===== src/rtl/lsu_pkg.sv =====
// Load/store bus controller shared definitions.
// Size encodings, error codes and controller states.
package lsu_pkg;

  localparam logic [1:0] SZ_B = 2'd0;
  localparam logic [1:0] SZ_H = 2'd1;
  localparam logic [1:0] SZ_W = 2'd2;
  localparam logic [1:0] SZ_D = 2'd3;

  localparam logic [1:0] ERR_OK      = 2'b00;
  localparam logic [1:0] ERR_MISAL   = 2'b01;
  localparam logic [1:0] ERR_TIMEOUT = 2'b10;
  localparam logic [1:0] ERR_SIZE    = 2'b11;

  typedef enum logic [1:0] {
    ST_IDLE,
    ST_REQ,
    ST_WAIT,
    ST_RESP
  } state_e;

endpackage


===== src/rtl/lsu_lane_align.sv =====
// Byte-lane alignment: store shift/strobes and load extract/extend.
// Purely combinational so it can be reused by other memory ports.
module lsu_lane_align
  import lsu_pkg::*;
#(
  parameter int DATA_W = 32,
  localparam int STRB_W = DATA_W / 8,
  localparam int OFF_W = $clog2(STRB_W)
) (
  input  logic [1:0]        size,
  input  logic              uns,
  input  logic [OFF_W-1:0]  off,
  input  logic [DATA_W-1:0] wdata,
  input  logic [DATA_W-1:0] rdata,
  output logic [DATA_W-1:0] wdata_sh,
  output logic [STRB_W-1:0] wstrb,
  output logic [DATA_W-1:0] rdata_ext
);

  logic [STRB_W-1:0] bmask;
  logic [DATA_W-1:0] dmask;
  logic [DATA_W-1:0] rsh;
  logic              sign;

  // Build access masks, shift store data up and load data down.
  always_comb begin
    bmask = '0;
    dmask = '0;
    for (int i = 0; i < STRB_W; i++) begin
      bmask[i] = (i < (1 << size));
      dmask[8*i +: 8] = {8{bmask[i]}};
    end
    wstrb    = bmask << off;
    wdata_sh = (wdata & dmask) << {off, 3'b000};
    rsh      = rdata >> {off, 3'b000};
    sign     = 1'b0;
    unique case (size)
      SZ_B:    sign = rsh[7];
      SZ_H:    sign = rsh[15];
      SZ_W:    sign = rsh[31];
      default: sign = rsh[DATA_W-1];
    endcase
    sign      = sign & ~uns;
    rdata_ext = (rsh & dmask) | ({DATA_W{sign}} & ~dmask);
  end

endmodule


===== src/rtl/lsu_bus_ctrl.sv =====
// LSU front-end: one request at a time onto the data bus.
// Checks alignment, issues strobed access, returns aligned data.
module lsu_bus_ctrl
  import lsu_pkg::*;
#(
  parameter int ADDR_W  = 32,
  parameter int DATA_W  = 32,
  parameter int TIMEOUT = 256,
  localparam int STRB_W = DATA_W / 8
) (
  input  logic              clk,
  input  logic              rst_n,
  input  logic              req_valid,
  output logic              req_ready,
  input  logic              req_we,
  input  logic [1:0]        req_size,
  input  logic              req_unsigned,
  input  logic [ADDR_W-1:0] req_addr,
  input  logic [DATA_W-1:0] req_wdata,
  output logic              resp_valid,
  input  logic              resp_ready,
  output logic [DATA_W-1:0] resp_rdata,
  output logic [1:0]        resp_err,
  output logic              mem_req_valid,
  input  logic              mem_req_ready,
  output logic              mem_we,
  output logic [ADDR_W-1:0] mem_addr,
  output logic [DATA_W-1:0] mem_wdata,
  output logic [STRB_W-1:0] mem_wstrb,
  input  logic              mem_rvalid,
  input  logic [DATA_W-1:0] mem_rdata
);

  localparam int OFF_W = $clog2(STRB_W);
  localparam int CNT_W = (TIMEOUT > 1) ? $clog2(TIMEOUT + 1) : 1;
  localparam logic [CNT_W-1:0] CNT_LAST =
    CNT_W'((TIMEOUT > 0) ? TIMEOUT - 1 : 0);
  localparam bit TO_EN = (TIMEOUT != 0);

  state_e            state_q, state_d;
  logic              we_q, we_d;
  logic [1:0]        size_q, size_d;
  logic              uns_q, uns_d;
  logic [ADDR_W-1:0] addr_q, addr_d;
  logic [DATA_W-1:0] wdata_q, wdata_d;
  logic [DATA_W-1:0] rdata_q, rdata_d;
  logic [1:0]        err_q, err_d;
  logic [CNT_W-1:0]  cnt_q, cnt_d;

  logic [3:0]        nbytes;
  logic              size_bad;
  logic              misal;
  logic              expired;
  logic              in_req;
  logic [DATA_W-1:0] wdata_sh;
  logic [DATA_W-1:0] rdata_ext;
  logic [STRB_W-1:0] wstrb;

  assign nbytes   = 4'd1 << req_size;
  assign size_bad = 32'(nbytes) > STRB_W;
  assign misal    = (req_addr[2:0] & 3'(nbytes - 4'd1)) != 3'd0;
  assign expired  = TO_EN && (cnt_q >= CNT_LAST);
  assign in_req   = (state_q == ST_REQ);

  lsu_lane_align #(.DATA_W(DATA_W)) u_align (
    .size      (size_q),
    .uns       (uns_q),
    .off       (addr_q[OFF_W-1:0]),
    .wdata     (wdata_q),
    .rdata     (mem_rdata),
    .wdata_sh  (wdata_sh),
    .wstrb     (wstrb),
    .rdata_ext (rdata_ext)
  );

  // Next-state and latched-request logic for the bus FSM.
  always_comb begin
    state_d = state_q;
    we_d    = we_q;
    size_d  = size_q;
    uns_d   = uns_q;
    addr_d  = addr_q;
    wdata_d = wdata_q;
    rdata_d = rdata_q;
    err_d   = err_q;
    cnt_d   = cnt_q;
    unique case (state_q)
      ST_IDLE: begin
        if (req_valid) begin
          we_d    = req_we;
          size_d  = req_size;
          uns_d   = req_unsigned;
          addr_d  = req_addr;
          wdata_d = req_wdata;
          rdata_d = '0;
          cnt_d   = '0;
          if (size_bad) begin
            err_d   = ERR_SIZE;
            state_d = ST_RESP;
          end else if (misal) begin
            err_d   = ERR_MISAL;
            state_d = ST_RESP;
          end else begin
            err_d   = ERR_OK;
            state_d = ST_REQ;
          end
        end
      end
      ST_REQ: begin
        cnt_d = cnt_q + 1'b1;
        if (mem_req_ready) begin
          state_d = ST_WAIT;
        end else if (expired) begin
          err_d   = ERR_TIMEOUT;
          rdata_d = '0;
          state_d = ST_RESP;
        end
      end
      ST_WAIT: begin
        cnt_d = cnt_q + 1'b1;
        if (mem_rvalid) begin
          err_d   = ERR_OK;
          rdata_d = we_q ? '0 : rdata_ext;
          state_d = ST_RESP;
        end else if (expired) begin
          err_d   = ERR_TIMEOUT;
          rdata_d = '0;
          state_d = ST_RESP;
        end
      end
      ST_RESP: begin
        if (resp_ready) begin
          err_d   = ERR_OK;
          rdata_d = '0;
          state_d = ST_IDLE;
        end
      end
    endcase
  end

  // State and request registers; reset abandons any bus activity.
  always_ff @(posedge clk or negedge rst_n) begin
    if (!rst_n) begin
      state_q <= ST_IDLE;
      we_q    <= 1'b0;
      size_q  <= SZ_B;
      uns_q   <= 1'b0;
      addr_q  <= '0;
      wdata_q <= '0;
      rdata_q <= '0;
      err_q   <= ERR_OK;
      cnt_q   <= '0;
    end else begin
      state_q <= state_d;
      we_q    <= we_d;
      size_q  <= size_d;
      uns_q   <= uns_d;
      addr_q  <= addr_d;
      wdata_q <= wdata_d;
      rdata_q <= rdata_d;
      err_q   <= err_d;
      cnt_q   <= cnt_d;
    end
  end

  assign req_ready     = (state_q == ST_IDLE);
  assign resp_valid    = (state_q == ST_RESP);
  assign resp_rdata    = rdata_q;
  assign resp_err      = err_q;
  assign mem_req_valid = in_req;
  assign mem_we        = in_req & we_q;
  assign mem_addr      = {addr_q[ADDR_W-1:OFF_W], OFF_W'(0)};
  assign mem_wdata     = (in_req & we_q) ? wdata_sh : '0;
  assign mem_wstrb     = (in_req & we_q) ? wstrb : '0;

endmodule


===== config.mk =====
export PLATFORM = sky130hd
export DESIGN_NAME = lsu_bus_ctrl
export DESIGN_NICKNAME = d
export VERILOG_FILES = /design/src/rtl/lsu_pkg.sv /design/src/rtl/lsu_lane_align.sv /design/src/rtl/lsu_bus_ctrl.sv
export SDC_FILE = /design/constraint.sdc
export NUM_CORES = 1
export LEC_CHECK = 0
export BUFFER_PORTS_ARGS = -buffer_cell sky130_fd_sc_hd__buf_2
export CORE_MARGIN = 4
export CORE_UTILIZATION = 50
export CTS_BUF_LIST = sky130_fd_sc_hd__clkbuf_4
export DETAILED_ROUTE_END_ITERATION = 7
export PLACE_DENSITY = 0.8
export SLEW_MARGIN = 30
export SYNTH_ARGS = -nofsm -noshare
export SYNTH_HDL_FRONTEND = slang
export SYNTH_SLANG_ARGS = --single-unit

===== constraint.sdc =====
create_clock -name clk -period 4.1 [get_ports clk]
set_input_delay 0.82 -clock clk [delete_from_list [all_inputs] [get_ports clk]]
set_output_delay 0.82 -clock clk [all_outputs]
set_load 0.02 [all_outputs]

==> results of run 1 <==
-- power groups by stage --
stage                     Combinational [µW]  Sequential (µW)  Clock, µW
final                                   2540             2040        847
after global routing                    2760             2110        924
after CTS                               2530             2020        867
after detailed placement                2520             2040          0
after global placement                  2430             2010          0
after floorplan                         2150             1890          0
-- area by class of cell --
type                       instances  area (µm²)
antenna                            1        2.50
clock buffer                      19         143
clock inverter                    13         144
fill                             936        4430
inverter                           8        30.0
multi-input combinational        339        2720
sequential                       113        2830
tap                              143         179
timing repair buffer             211        1080
-- cells in the mapped netlist, drive strengths merged, types with 2 or more instances --
master | n | area (µm²)
dfrtp | 113 | 2830
mux2 | 76 | 856
buf | 58 | 373
a21oi | 30 | 150
nor2 | 25 | 93.8
a211oi | 23 | 178
nand2 | 23 | 86.3
o21ai | 22 | 118
a221o | 16 | 160
mux2i | 14 | 140
nor2b | 14 | 87.6
clkbuf | 10 | 38.8
nor3b | 10 | 85.1
a22o | 9 | 78.8
and2 | 9 | 56.3
a221oi | 8 | 70.1
inv | 8 | 30.0
ha | 6 | 75.1
nor3 | 6 | 30.0
o2bb2ai | 6 | 52.6
a21o | 4 | 30.0
mux4 | 4 | 90.1
nand3 | 4 | 20.0
nand4 | 4 | 31.3
nand2b | 3 | 18.8
o311ai | 3 | 26.3
xnor2 | 3 | 26.3
a2bb2oi | 2 | 17.5
a32o | 2 | 20.0
and3 | 2 | 12.5
-- critical path: stages (launching register included) --
cell and delay [ps]:
dfrtp_1 450, inv_1 100, ha_1 360, nand2_1 180
or2_2 470, nor2_1 360, and2_1 190, buf_2 160
-- per-stage QoR --
stage	total power (µW)	std cells	setup slack [ps]	utilization, %	area, µm²
after global routing	5790	847	232	61.7	7130
after detailed placement	4570	814	1070	59.1	6830
after global placement	4440	814	976	59.0	6820
after CTS	5420	846	445	61.5	7120
after floorplan	4030	528	1010	-	5970
final	5420	847	456	61.7	7130
-- path summary, 6_finish.rpt --
path | depth (start not counted) | start | to
setup / recovery | 7 | state_q[1]$_DFFE_PN0P_ | mem_wdata[7]
hold reg to reg | 1 | resp_rdata[3]$_DFFE_PN0P_ | resp_rdata[3]$_DFFE_PN0P_
min in group clk | 1 | resp_rdata[3]$_DFFE_PN0P_ | resp_rdata[3]$_DFFE_PN0P_
max in group asynchronous | 2 | rst_n | wdata_q[3]$_DFFE_PN0P_
hold / removal | 1 | rst_n | wdata_q[12]$_DFFE_PN0P_
setup reg to reg | 5 | addr_q[0]$_DFFE_PN0P_ | resp_rdata[19]$_DFFE_PN0P_
-- state kept, by name, summed over array words and instances (netlist names) --
signal and flops:
state_q 2, uns_q 1, cnt_q 9, wdata_q 32
resp_rdata 32, we_q 1, size_q 2, resp_err 2
addr_q 32
-- kinds of logic after synthesis --
logic type,synth area share [%]
fa+ha+maj,1.26
other cells,0.0629
flops,47.4
xor+xnor,0.441
compound gates,16.1
buf+inv,7.41
simple gates,9.13
mux,18.2
-- metal layers --
metal	vias to the layer above	track usage, %	routed length, µm
met4	0	8.64	300
met5	-	0	0
met2	230	37.4	7970
met3	29	6.63	1240
met1	2453	29.2	6230
li1	2244	-	-
==> qor.csv, run 1 <==
stage;metric;value;unit
outcome;status;finished, final reports clean;
final_layout;syn2layout_area_growth;19.6;%
route;ant_nets;0;
worst_setup_path;critPathArrivalTime;2820;ps
die;fp.dieArea;13700;µm²
clock_tree;htreeDepth;4;
global_route;antenna_found_initial;1;
sta;hold_ws;293;ps
die;boundaryPins;212;
die;num_rows;39;
sta;drv_slew;0;
synthesis;synth_cells;527;
synthesis;synth_edf_count;0;
route;wl_per_cell;18.6;µm
synthesis;yosysWarnings;0;
power;leakage;0.00351;µW
power;netSwitchingPower;2350;µW
sta;period_minus_slack;3640;ps
placement;io_buffers;209;
global_route;overflow;0;
clock_tree;cts_root_buf;clkbuf_4;
power;vdd_ir_drop_max;0.379;mV
sta;clock_skew;24.2;ps
sta;period_share;88.9;%
synthesis;async_reset_ff_share;100;%
job;drv_cap;0;
sta;worst-slew-pin-transition;929;ps
sta;maxSlewHeadroom;38.0;%
die;fp.dieW;117;µm
sta;setup-tns-final;0;ps
worst_setup_path;crit_fanout;18;
clock_tree;tritoncts;yes;
synthesis;yosys_most_used_dff;dfrtp_1;
power;pwr-share-clk;15.6;%
sta;rsz0062_at_grt;false;
global_route;grt_max_degree;73;
global_route;grt_pass1_wl;24600;µm
synthesis;ys_seq_area_share;47.4;%
route;vias_per_cell;5.85;
route;via_count;4956;
min_path;hold_class;in -> async;
placement;hpwl;11500;µm
synthesis;synth.avg_cell_area;11.3;µm²
power;sw_frac_of_total;43.3;%
route;drc;0;
clock_tree;clock_latency;540;ps
clock_tree;clock_sinks;113;
clock_tree;ctsHoldBuffers;0;
route;dr.first_iter.drc_count;340;
die;core_area;11600;µm²
power;intPower;3070;µW
synthesis;ys_ff_latch;113;
final_layout;layout.nets;802;
clock_tree;cts_buffers;17;
synthesis;syn-cell-area;5960;µm²
sta;setup_viol;0;
clock_tree;cts_resized;0;
clock_tree;cts_setup_buffers;0;
die;start_util;51.6;%
worst_setup_path;cp.required;3280;ps
clock_tree;clk_pin_slew;110;ps
final_layout;layout-drive-gt1-share;47.4;%
synthesis;yosysUniqueCellTypes;49;
worst_setup_path;end_kind;output pin;
final_layout;layout_common_cells;buf_2, dfrtp_1, mux2_2;
worst_setup_path;critPathKind;reg -> out;
worst_setup_path;ff2ff_setup_slack;1420;ps
sta;max_freq;0.274;GHz
sta;hold_viol;0;
global_route;grt_use_total;23.0;%
final_layout;final_common_cell;buf_2;
worst_setup_path;start_kind;flop;
route;routed_wl;15700;µm
power;power_density;760;nW/µm²
route;first_pass_iters;5;
placement;gp_congestion;0.861;
die;die_h;117;µm
power;power_frac_seq;37.6;%
global_route;grt_pass1_vias;4963;
clock_tree;clockBufferDepth;2;
power;pwr-share-comb;46.8;%
Power figures use the tool's default switching activity.
==> run 2, diff against run 1 <==
MAX_ROUTING_LAYER = met4   (was default)
==> run 2 against run 1 <==
Against the previous run:
- critical path depth stayed put
- first-iteration DRC count is 19% higher
- clock power barely moved
- global-route usage is 0.70 points higher
- core utilization up 0.22 points
- sequential cell count unchanged
- non-clock buffer count grew 1
==> qor.csv, run 2 (synthesis results as in run 1) <==
stage;metric;value;unit;change
outcome;status;finished, final reports clean;;
worst_setup_path;r2r-start;addr_q[0]$_DFFE_PN0P_;;
clock_tree;clk_pin_slew;110;ps;about the same
clock_tree;clockBufferDepth;2;;unchanged
sta;finalWorstSetupSlack;433;ps;-23.1 ps
sta;drv_slew;0;;unchanged
power;vdd_ir_drop_max;0.379;mV;about the same
worst_setup_path;path_cells;inv_1 -> ha_1 -> nand2_1 -> or2_2 -> nor2_1 -> and2_1 -> buf_2;;
die;fp.dieW;117;µm;unchanged
sta;setup-tns-final;0;ps;unchanged
placement;gp_congestion;0.875;;+1.6%
sta;maxSlewHeadroom;38.2;%;+0.19 points
worst_setup_path;critPathArrivalTime;2850;ps;+30 ps
sta;clock_skew;23.4;ps;-0.785 ps
global_route;grt_use_total;23.7;%;+0.70 points
final_layout;multiInputGateArea;2720;µm²;unchanged
final_layout;seqCellArea;2830;µm²;about the same
job;drv_cap;0;;unchanged
die;start_util;51.6;%;unchanged
power;power_density;761;nW/µm²;+0.12%
sta;period_share;89.4;%;+0.56 points
worst_setup_path;cp.required;3280;ps;about the same
clock_tree;cts_setup_buffers;0;;unchanged
worst_setup_path;start_kind;flop;;
sta;max_freq;0.273;GHz;-0.63%
final_layout;finish.utilization;61.9;%;+0.22 points
power;p_total;5450;µW;+0.47%
placement;io_buffers;209;;unchanged
final_layout;layout.nets;803;;+0.12%
global_route;grt_max_degree;73;;unchanged
clock_tree;ctsHoldBuffers;0;;unchanged
global_route;overflow;0;;unchanged
placement;hpwl;11500;µm;unchanged
final_layout;fillers;930;;-0.64%
global_route;grt_pass1_wl;24600;µm;about the same
worst_setup_path;crit_start;state_q[1]$_DFFE_PN0P_;;
worst_setup_path;critPathKind;reg -> out;;
sta;rsz0062_at_grt;false;;
placement;dp_worst_setup_slack;1070;ps;unchanged
worst_setup_path;cpLargestDelayFamily;simple AND/OR/NAND/NOR gates;;
die;num_rows;39;;unchanged
clock_tree;cts_resized;0;;unchanged
sta;period_minus_slack;3670;ps;+23.1 ps
min_path;hold_class;in -> async;;
die;fp.dieArea;13700;µm²;unchanged
die;die_h;117;µm;unchanged
sta;hold_viol;0;;unchanged
worst_setup_path;crit_fanout;18;;unchanged
worst_setup_path;cpPeakStageDelay;480;ps;about the same
clock_tree;htreeDepth;4;;unchanged
die;boundaryPins;212;;unchanged
route;ant_nets;0;;unchanged
clock_tree;clock_sinks;113;;unchanged
final_layout;layout-drive-gt1-share;47.4;%;+0.075 points
clock_tree;clock_latency;540;ps;about the same
global_route;grt_pass1_vias;4959;;-0.081%
route;dr.first_iter.drc_count;406;;+19%
final_layout;final_common_cell;buf_2;;
route;first_pass_iters;5;;unchanged
power;leakage;0.00352;µW;+0.36%
die;core_area;11600;µm²;unchanged
clock_tree;cts_root_buf;clkbuf_4;;
route;drc;0;;unchanged
global_route;antenna_found_initial;1;;unchanged
route;routed_wl;15700;µm;-0.31%
clock_tree;cts_buffers;17;;unchanged
worst_setup_path;cp_slowest_cell;or2_2;;
final_layout;syn2layout_area_growth;20.0;%;
sta;setup_viol;0;;unchanged
route;vias_per_cell;5.80;;-0.92%
sta;worst-slew-pin-transition;927;ps;-2.87 ps
worst_setup_path;cp.buffers_inverters;2;;unchanged
clock_tree;tritoncts;yes;;
route;wl_per_cell;18.5;µm;-0.43%
final_layout;layout_common_cells;buf_2, dfrtp_1, mux2_2;;
route;via_count;4916;;-0.81%
worst_setup_path;end_kind;output pin;;
run 2: cell types whose count changed in the layout (fill, tap and decap cells not counted):
cell     change
dfrtp_2      +1
dfrtp_4      -1
buf_16       +1
run 2: report_power, final:
group / leakage (µW) / internal (µW) / switching [µW] / total (µW)
sequential: 0.00141 / 1570 / 435 / 2000
clock: 0.000151 / 425 / 422 / 847
combinational: 0.00196 / 1110 / 1490 / 2600
run 2: path summary, 6_finish.rpt:
path                                              endpoint  slack, ps  depth (start not counted)
worst min-delay path               wdata_q[12]$_DFFE_PN0P_        280                          1
max in group asynchronous       resp_rdata[31]$_DFFE_PN0P_       3100                          2
worst min register to register   resp_rdata[3]$_DFFE_PN0P_        490                          1
min in group clk                 resp_rdata[3]$_DFFE_PN0P_        490                          1
worst max register to register  resp_rdata[19]$_DFFE_PN0P_       1420                          5
worst max-delay path                          mem_wdata[7]        430                          7
run 2: cell type report:
type                       count  area share (%)
multi-input combinational    339            38.0
antenna                        1          0.0350
sequential                   113            39.5
clock inverter                13            2.01
timing repair buffer         212            15.5
tap                          143            2.50
inverter                       8           0.420
clock buffer                  19            1.99
run 2: routing by layer:
| metal | up-vias | global-route usage, % | wire length (µm) |
|---|---|---|---|
| met5 | - | - | 0 |
| met4 | 0 | 8.64 | 284 |
| met3 | 27 | 5.96 | 1160 |
| met2 | 207 | 37.5 | 7970 |
| met1 | 2442 | 29.6 | 6280 |
| li1 | 2240 | - | - |
run 2: per-stage QoR:
step / area (µm²) / std cells / hold slack [ps]
after floorplan: 5970 / 528 / 471
after global placement: 6820 / 814 / 460
after detailed placement: 6830 / 814 / 469
after CTS: 7120 / 846 / 422
after global routing: 7160 / 848 / 294
final: 7160 / 848 / 282
==> run 3, diff against run 2 <==
RECOVER_POWER = 50   (was default)
==> run 3 against run 2 <==
Against the previous run:
- the flow now finishes with violations (max-capacitance violations, max-slew violations)
- count of clock-buffer cells in the layout did not move
- first-iteration DRC count rose by 6.4%
- power fell by 1.0%
- worst hold slack improved by 210 ps
- via count rose by 0.26%
- core utilization fell by 0.68 points
- critical path type unchanged
==> qor.csv, run 3 (synthesis results as in run 1) <==
stage;metric;value;unit;change
outcome;status;finished with violations;;
outcome;violations;max-capacitance violations, max-slew violations;;
sta;period_minus_slack;3660;ps;-3.76 ps
global_route;antenna_found_initial;1;;unchanged
power;power_density;762;nW/µm²;about the same
clock_tree;clock_latency;530;ps;about the same
placement;gp_congestion;0.875;;unchanged
final_layout;layout_common_cells;buf_2, dfrtp_1, mux2_2;;
final_layout;layout-drive-gt1-share;39.9;%;-7.5 points
sta;setup-tns-final;0;ps;unchanged
sta;drv_slew;116;;+116
route;first_pass_iters;5;;unchanged
sta;period_share;89.3;%;-0.092 points
worst_setup_path;start_kind;flop;;
final_layout;final_common_cell;buf_2;;
sta;worst-slew-pin-transition;1890;ps;+965 ps
route;via_count;4929;;+0.26%
worst_setup_path;crit_fanout;18;;unchanged
clock_tree;cts_setup_buffers;0;;unchanged
sta;max_freq;0.273;GHz;+0.10%
sta;clock_skew;23.8;ps;+0.419 ps
die;num_rows;39;;unchanged
route;dr.first_iter.drc_count;432;;+6.4%
die;core_area;11600;µm²;unchanged
global_route;grt_pass1_wl;24600;µm;unchanged
final_layout;layout.nets;803;;unchanged
final_layout;multiInputGateArea;2720;µm²;unchanged
global_route;grt_pass1_vias;4959;;unchanged
power;pwr-share-comb;47.2;%;-0.6 points
power;power_frac_seq;37.2;%;+0.5 points
global_route;overflow;0;;unchanged
route;drc;0;;unchanged
die;fp.dieArea;13700;µm²;unchanged
power;sw_frac_of_total;43.5;%;+0.40 points
route;routed_wl;15700;µm;-0.16%
final_layout;fillers;962;;+3.4%
sta;rsz0062_at_grt;false;;
placement;io_buffers;209;;unchanged
die;fp.dieW;117;µm;unchanged
route;ant_nets;0;;unchanged
worst_setup_path;critPathArrivalTime;2840;ps;about the same
route;vias_per_cell;5.81;;+0.26%
power;pwr-share-clk;15.7;%;+0.2 points
die;die_h;117;µm;unchanged
power;intPower;3040;µW;-1.7%
clock_tree;cts_root_buf;clkbuf_4;;
worst_setup_path;end_kind;output pin;;
clock_tree;clk_pin_slew;110;ps;about the same
clock_tree;ctsHoldBuffers;0;;unchanged
power;p_total;5390;µW;-1.0%
route;wl_per_cell;18.5;µm;-0.16%
sta;hold_viol;0;;unchanged
worst_setup_path;critPathKind;reg -> out;;
worst_setup_path;cp.required;3280;ps;about the same
clock_tree;tritoncts;yes;;
final_layout;finish.utilization;61.2;%;-0.68 points
clock_tree;clock_sinks;113;;unchanged
power;leakage;0.00334;µW;-5.2%
global_route;grt_max_degree;73;;unchanged
global_route;grt_use_total;23.7;%;unchanged
clock_tree;cts_buffers;17;;unchanged
power;vdd_ir_drop_max;0.375;mV;-1.1%
sta;setup_viol;0;;unchanged
sta;maxSlewHeadroom;-26.3;%;-65 points
placement;dpl_cell_area;6830;µm²;unchanged
min_path;hold_class;reg -> reg;;
clock_tree;htreeDepth;4;;unchanged
die;start_util;51.6;%;unchanged
final_layout;seqCellArea;2830;µm²;unchanged
power;netSwitchingPower;2350;µW;-0.13%
clock_tree;clockBufferDepth;2;;unchanged
final_layout;final_area;7080;µm²;-1.1%
placement;hpwl;11500;µm;unchanged
final_layout;syn2layout_area_growth;18.7;%;
job;drv_cap;2;;+2
clock_tree;cts_resized;0;;unchanged
die;boundaryPins;212;;unchanged
[run 3: cell types whose count changed in the layout (fill, tap and decap cells not counted), sizes merged]
cell,delta
buf,-54
dlymetal6s2s,+1
clkbuf,+53
[run 3: final cells by class]
| class | instances | share of cell area [%] |
|---|---|---|
| antenna | 1 | 0.0354 |
| clock buffer | 19 | 2.02 |
| clock inverter | 13 | 2.03 |
| inverter | 8 | 0.424 |
| multi-input combinational | 339 | 38.4 |
| sequential | 113 | 40.0 |
| tap | 143 | 2.53 |
| timing repair buffer | 212 | 14.5 |
[run 3: power by group through the flow]
stage / Combinational, µW / Clock [µW] / Sequential (µW)
floorplan: 2150 / 0 / 1890
global placement: 2430 / 0 / 2010
detailed placement: 2520 / 0 / 2040
CTS: 2530 / 867 / 2020
global route: 2770 / 925 / 2070
finish: 2540 / 845 / 2000
[run 3: path summary, 6_finish.rpt]
| kind | slack (ps) | endpoint | cells past startpoint | startpoint |
|---|---|---|---|---|
| min | 490 | resp_rdata[3]$_DFFE_PN0P_ | 1 | resp_rdata[3]$_DFFE_PN0P_ |
| max reg2reg | 1410 | resp_rdata[19]$_DFFE_PN0P_ | 5 | addr_q[0]$_DFFE_PN0P_ |
| max in group asynchronous | 720 | wdata_q[3]$_DFFE_PN0P_ | 2 | rst_n |
| min in group asynchronous | 750 | wdata_q[12]$_DFFE_PN0P_ | 1 | rst_n |
| min reg2reg | 490 | resp_rdata[3]$_DFFE_PN0P_ | 1 | resp_rdata[3]$_DFFE_PN0P_ |
| max | 440 | mem_wdata[0] | 7 | state_q[1]$_DFFE_PN0P_ |
[run 3: worst max-delay path, stage by stage (launching register included)]
cell,delay [ps]
dfrtp_1,450
inv_1,100
ha_1,360
nand2_1,200
or2_2,480
nor2_1,370
and2_1,190
buf_2,160
[run 3: through the flow]
step / hold WS (ps) / cells / worst slack, ps
after floorplan: 471 / 528 / 1010
after global placement: 460 / 814 / 976
after detailed placement: 469 / 814 / 1070
after CTS: 422 / 846 / 445
after global routing: 454 / 848 / 136
final: 494 / 848 / 437
[run 3: routing by layer]
metal	GRT usage [%]	wire [µm]	share of wire, %	up-vias
met3	5.96	1190	7.6	32
met1	29.6	6300	40	2432
met5	-	0	0	-
met2	37.5	7860	50	220
li1	-	-	-	2245
met4	8.64	314	2.0	0
